### src/rtl/eh2_dec_gpr_wb_sched.sv
// GPR writeback scheduler: four single-entry holding slots, round-robin arbitrated onto two write ports.
// Latency: a held write is issued the cycle after its handshake if it wins; requesters backpressure via req_ready.
module eh2_dec_gpr_wb_sched #(
  parameter int NUM_TID = 2
) (
  input  logic                     clk,
  input  logic                     rst,
  input  logic [3:0]               req_valid,
  input  logic [3:0]               req_tid,
  input  logic [3:0][4:0]          req_addr,
  input  logic [3:0][31:0]         req_data,
  output logic [3:0]               req_ready,
  input  logic [1:0]               port_en,
  output logic                     wen0,
  output logic                     wen1,
  output logic                     wtid0,
  output logic                     wtid1,
  output logic [4:0]               waddr0,
  output logic [4:0]               waddr1,
  output logic [31:0]              wd0,
  output logic [31:0]              wd1,
  output logic [NUM_TID-1:0][31:0] pend_mask,
  output logic                     idle
);

  logic [3:0]       slot_v_q, slot_v_d;
  logic [3:0]       slot_tid_q, slot_tid_d;
  logic [3:0][4:0]  slot_addr_q, slot_addr_d;
  logic [3:0][31:0] slot_data_q, slot_data_d;
  logic [1:0]       rr_ptr_q, rr_ptr_d;

  logic       g0_vld, g1_vld, p0_vld, p1_vld;
  logic [1:0] g0_idx, g1_idx, p0_idx, p1_idx, cand;
  logic [3:0] grant;

  // Walk slots in round-robin order; the second pick must not alias the first's (tid,addr).
  always_comb begin
    g0_vld = 1'b0;
    g1_vld = 1'b0;
    g0_idx = 2'd0;
    g1_idx = 2'd0;
    cand   = 2'd0;
    for (int k = 0; k < 4; k++) begin
      cand = rr_ptr_q + 2'(k);
      if (slot_v_q[cand]) begin
        if (!g0_vld) begin
          g0_vld = 1'b1;
          g0_idx = cand;
        end else if (!g1_vld &&
                     ({slot_tid_q[cand], slot_addr_q[cand]} !=
                      {slot_tid_q[g0_idx], slot_addr_q[g0_idx]})) begin
          g1_vld = 1'b1;
          g1_idx = cand;
        end
      end
    end
  end

  always_comb begin
    p0_vld   = g0_vld & port_en[0];
    p0_idx   = g0_idx;
    p1_vld   = port_en[0] ? (g1_vld & port_en[1]) : (g0_vld & port_en[1]);
    p1_idx   = port_en[0] ? g1_idx : g0_idx;
    grant    = 4'd0;
    if (p0_vld) grant[p0_idx] = 1'b1;
    if (p1_vld) grant[p1_idx] = 1'b1;
    rr_ptr_d = rr_ptr_q;
    if (p1_vld)      rr_ptr_d = p1_idx + 2'd1;
    else if (p0_vld) rr_ptr_d = p0_idx + 2'd1;
  end

  assign req_ready = ~slot_v_q | grant;

  // x0 writes are accepted to keep the requester flowing, but never occupy a slot.
  always_comb begin
    slot_v_d    = slot_v_q & ~grant;
    slot_tid_d  = slot_tid_q;
    slot_addr_d = slot_addr_q;
    slot_data_d = slot_data_q;
    for (int i = 0; i < 4; i++) begin
      if (req_valid[i] && req_ready[i]) begin
        slot_v_d[i]    = (req_addr[i] != 5'd0);
        slot_tid_d[i]  = (NUM_TID > 1) ? req_tid[i] : 1'b0;
        slot_addr_d[i] = req_addr[i];
        slot_data_d[i] = req_data[i];
      end
    end
  end

  always_comb begin
    wen0   = p0_vld;
    wtid0  = p0_vld & slot_tid_q[p0_idx];
    waddr0 = p0_vld ? slot_addr_q[p0_idx] : 5'd0;
    wd0    = p0_vld ? slot_data_q[p0_idx] : 32'd0;
    wen1   = p1_vld;
    wtid1  = p1_vld & slot_tid_q[p1_idx];
    waddr1 = p1_vld ? slot_addr_q[p1_idx] : 5'd0;
    wd1    = p1_vld ? slot_data_q[p1_idx] : 32'd0;
  end

  always_comb begin
    pend_mask = '0;
    for (int t = 0; t < NUM_TID; t++) begin
      for (int s = 0; s < 4; s++) begin
        if (slot_v_q[s] && (slot_tid_q[s] == 1'(t))) pend_mask[t][slot_addr_q[s]] = 1'b1;
      end
    end
  end

  assign idle = ~|slot_v_q;

  always_ff @(posedge clk or posedge rst) begin
    if (rst) begin
      slot_v_q <= 4'd0;
      rr_ptr_q <= 2'd0;
    end else begin
      slot_v_q <= slot_v_d;
      rr_ptr_q <= rr_ptr_d;
    end
  end

  always_ff @(posedge clk) begin
    slot_tid_q  <= slot_tid_d;
    slot_addr_q <= slot_addr_d;
    slot_data_q <= slot_data_d;
  end

endmodule

### config.mk
export PLATFORM = sky130hd
export DESIGN_NAME = eh2_dec_gpr_wb_sched
export DESIGN_NICKNAME = d
export VERILOG_FILES = /design/src/rtl/eh2_dec_gpr_wb_sched.sv
export SDC_FILE = /design/constraint.sdc
export NUM_CORES = 1
export LEC_CHECK = 0
export CORE_MARGIN = 8
export CORE_UTILIZATION = 45
export DETAILED_ROUTE_END_ITERATION = 8
export DONT_BUFFER_PORTS = 1
export SETUP_SLACK_MARGIN = 0.02
export SLEW_MARGIN = 20
export SYNTH_ARGS = -nofsm -noshare
export SYNTH_HDL_FRONTEND = slang
export SYNTH_SLANG_ARGS = --single-unit
### constraint.sdc
create_clock -name clk -period 6.3 [get_ports clk]
set_input_delay 0.315 -clock clk [delete_from_list [all_inputs] [get_ports clk]]
set_output_delay 0.315 -clock clk [all_outputs]
set_load 0.02 [all_outputs]
==> metrics.txt <==
Core ar.=25110 um2; via count=10580; CTS clk-pin slew, worst paths=0.06 ns; Synth top area share=39.85%; # IOs=307; RSZ-0062 raised after global routing=no; GR Util met3=8.246%; initial antenna violation count=2; Remaining DRCs=0; Hold Startpoint=req_valid[3]; slowest cell delay on critical path=0.55 ns; first-pass GRT wire length=66660 um; Worst Hold Depth=2; starting density of the core=45.61%; Non-Filler Instances=1502; register-to-register setup slack=0.80 ns; GRT Max-Usage Layer=met2; num rows=58; Via density=7.043; Final Setup Violations=0; required time of the critical path=5.98 ns; synthesized area=11450 um2; Area Growth Syn to Fin=24.01%; count leader, synth=edfxtp_1; GP Congestion=0.9694; status=finished clean; Synthesized Nets=1189; wire per inst=30.35 um; Compound-Gate Fraction of Synth Area=20.13%; #FFs+latches synth=158; Top Family by Delay on Critical Path=compound AO/OA/AOI/OAI gates; fin. max-slew vios=0; Max-Cap Viols=0; worst-margin pin slew=1.032 ns; reg2reg path depth=16; Sink Count=158; Die Height=175.5 um; synth warn=0; Critical Setup Path Class=flip-flop to primary output; DIE AREA=30810 um2; critical path buffer and inverter count=3; Cells after Synth=1027; total gr overflow=0; Tcrit/Tclk final=93.00%; critical path startpoint category=flip-flop; post-route ant nets=0; synth top area cells=edfxtp_1 (40%), mux4_2 (12%), mux2i_1 (5.3%); Critical Path AT=5.54 ns; clock root buffer=clkbuf_16; GR Util met1=33.30%; HPWL after detailed placement=30280 um; mux cell area share after synthesis=17.33%; Final Hold Viols=0; top cells by count, synth=edfxtp_1 (152), clkbuf_1 (76), a211oi_1 (66); Hold Path End=slot_v_q[3]$_DFF_PP0_; IO Port Bufs=0; pre-CTS WS=0.7686 ns; H-tree levels=4; synth unique cells=70; worst hold path class=input port to flip-flop; RR Endpoint=slot_data_q[75]$_DFFE_PP_; die width=175.5 um; Seq/Total Area, Yosys=41.16%; Post-synth ARST share=3.797%; Placed Cells=1308; First-pass DRT Iterations=6; met2 Track Usage GR=47.13%; largest family of logic cells by synthesized area=compound AO/OA/AOI/OAI gates; Synth Area in XOR/XNOR=0.8412%; Detailed Route Iter0 Violations=1234; Worst Skew=0.01354 ns; number of enable flip-flop cells after synthesis=152; RR Startpoint=rr_ptr_q[0]$_DFFE_PP0P_; slew margin rel.=29.39%; # nets final=1321; Yosys top cell by area=edfxtp_1; setup ws final=0.4410 ns; Most used DFF post-synth=edfxtp_1; fraction of layout cells with a size suffix above 1=16.65%; CTS Buffer Depth=2; Post-Synth Simple-Gate Area=15.76%; CTS tree=yes; ordered list of cells on the worst path=nor2b_1 > a21oi_1 > a21oi_1 > ha_1 > inv_1 > mux2i_4 > mux2i_1 > o22ai_1 > a221o_1 > o21ai_1 > a31oi_1 > o311ai_1 > o221a_4 > buf_12 > a211oi_1 > a211oi_1 > buf_4; adder-cell share of the synthesized area=0.3059%; pin count of the biggest net entering global routing=51; syn avg cell area=11.15 um2; Total Wirelength=45590 um; CP max stage cell=dfrtp_2; total CTS buffers=17; vias in the first global route=10470; GRT Total Usage=28.08%; post-route minimum period=5.859 ns; Final TNS setup=0 ns; critical path endpoint category=primary output; peak fanout along the critical path=36; Worst-Skew Late Latency=0.43 ns; fmax=170.7 MHz
-- registers in the layout (all words and copies together) (netlist names) --
| signal | flops |
|---|---|
| slot_data_q | 128 |
| slot_addr_q | 20 |
| slot_tid_q | 4 |
| slot_v_q | 4 |
| rr_ptr_q | 2 |
-- kinds of logic after synthesis --
group | Yosys count
AO/OA/AOI/OAI | 294
XOR/XNOR | 11
adder cells (fa/ha/maj) | 3
buffers and inverters | 122
flip-flops | 158
multiplexers | 122
AND/OR/NAND/NOR | 317
-- worst reg2reg max path, delay by kind of cell, from the launching register on --
kind                       cells  cell delay, ns
muxes                          2            0.58
adders and majority gates      1            0.36
AOI/OAI and AO/OA              9            2.69
and+or+nand+nor                2            0.58
buffers and inverters          2            0.41
DFF                            1            0.55
-- final cells by class --
| type | count | area (um2) |
|---|---|---|
| inverter | 15 | 56.30 |
| clock buffer | 17 | 425.4 |
| timing repair buffer | 218 | 2069 |
| tap | 330 | 412.9 |
| antenna | 1 | 2.502 |
| sequential | 158 | 4716 |
| clock inverter | 14 | 195.2 |
| fill | 2110 | 10910 |
| multi-input combinational | 749 | 6326 |
-- worst max-delay path by stage --
stage | slack, ns | depth (start not counted) | to | startpoint
finish | 0.44 | 17 | wd1[11] | rr_ptr_q[0]$_DFFE_PP0P_
global route | 0.1 | 18 | wd1[5] | rr_ptr_q[0]$_DFFE_PP0P_
CTS | 0.29 | 17 | wd1[30] | rr_ptr_q[0]$_DFFE_PP0P_
detailed placement | 0.77 | 17 | wd1[30] | rr_ptr_q[0]$_DFFE_PP0P_
global placement | 0.91 | 17 | slot_data_q[70]$_DFFE_PP_ | rr_ptr_q[0]$_DFFE_PP0P_
floorplan | 0.20 | 21 | slot_addr_q[5]$_DFFE_PP_ | rr_ptr_q[0]$_DFFE_PP0P_
-- repair_timing --
action	CTS	global route
endpoints found under the setup margin	0	38
setup buffers	0	7
hold endpoints to repair	158	0
gates resized for setup	0	7
hold buffers	153	0
-- stage by stage --
step	utilization [%]	hold WS [ns]	instance area, um2
after floorplan	-	0.1060	11460
after global placement	47.60	0.1586	11950
after detailed placement	47.60	0.1565	11950
after CTS	56.17	0.08335	14100
after global routing	56.57	0.1025	14200
final	56.57	0.09732	14200
-- layout by cell type, fill, tap and decap left out, types with 17 or more instances in the layout --
cell and instances:
o21ai_0 18, clkbuf_16 17, nor3b_1 44, nor3_1 18, edfxtp_1 152, nand2b_1 17, mux4_2 60, buf_4 61
a211oi_1 65, mux2i_1 61, nor2_1 49, nand3_1 21, a22oi_1 43, dlygate4sd3_1 153, nand2_1 42, o22ai_1 17
a21oi_1 18, o221ai_1 48, and2_1 41, nor2b_1 17
-- routing by layer --
layer / vias to the layer above / wire, um
li1: 4458 / -
met1: 5173 / 16170
met2: 818 / 22370
met3: 127 / 5226
met4: 2 / 1802
met5: - / 18
Power is left out: the tool's default activity adds up to more than one toggle a clock period on the data nets, which glitch-free logic cannot reach.
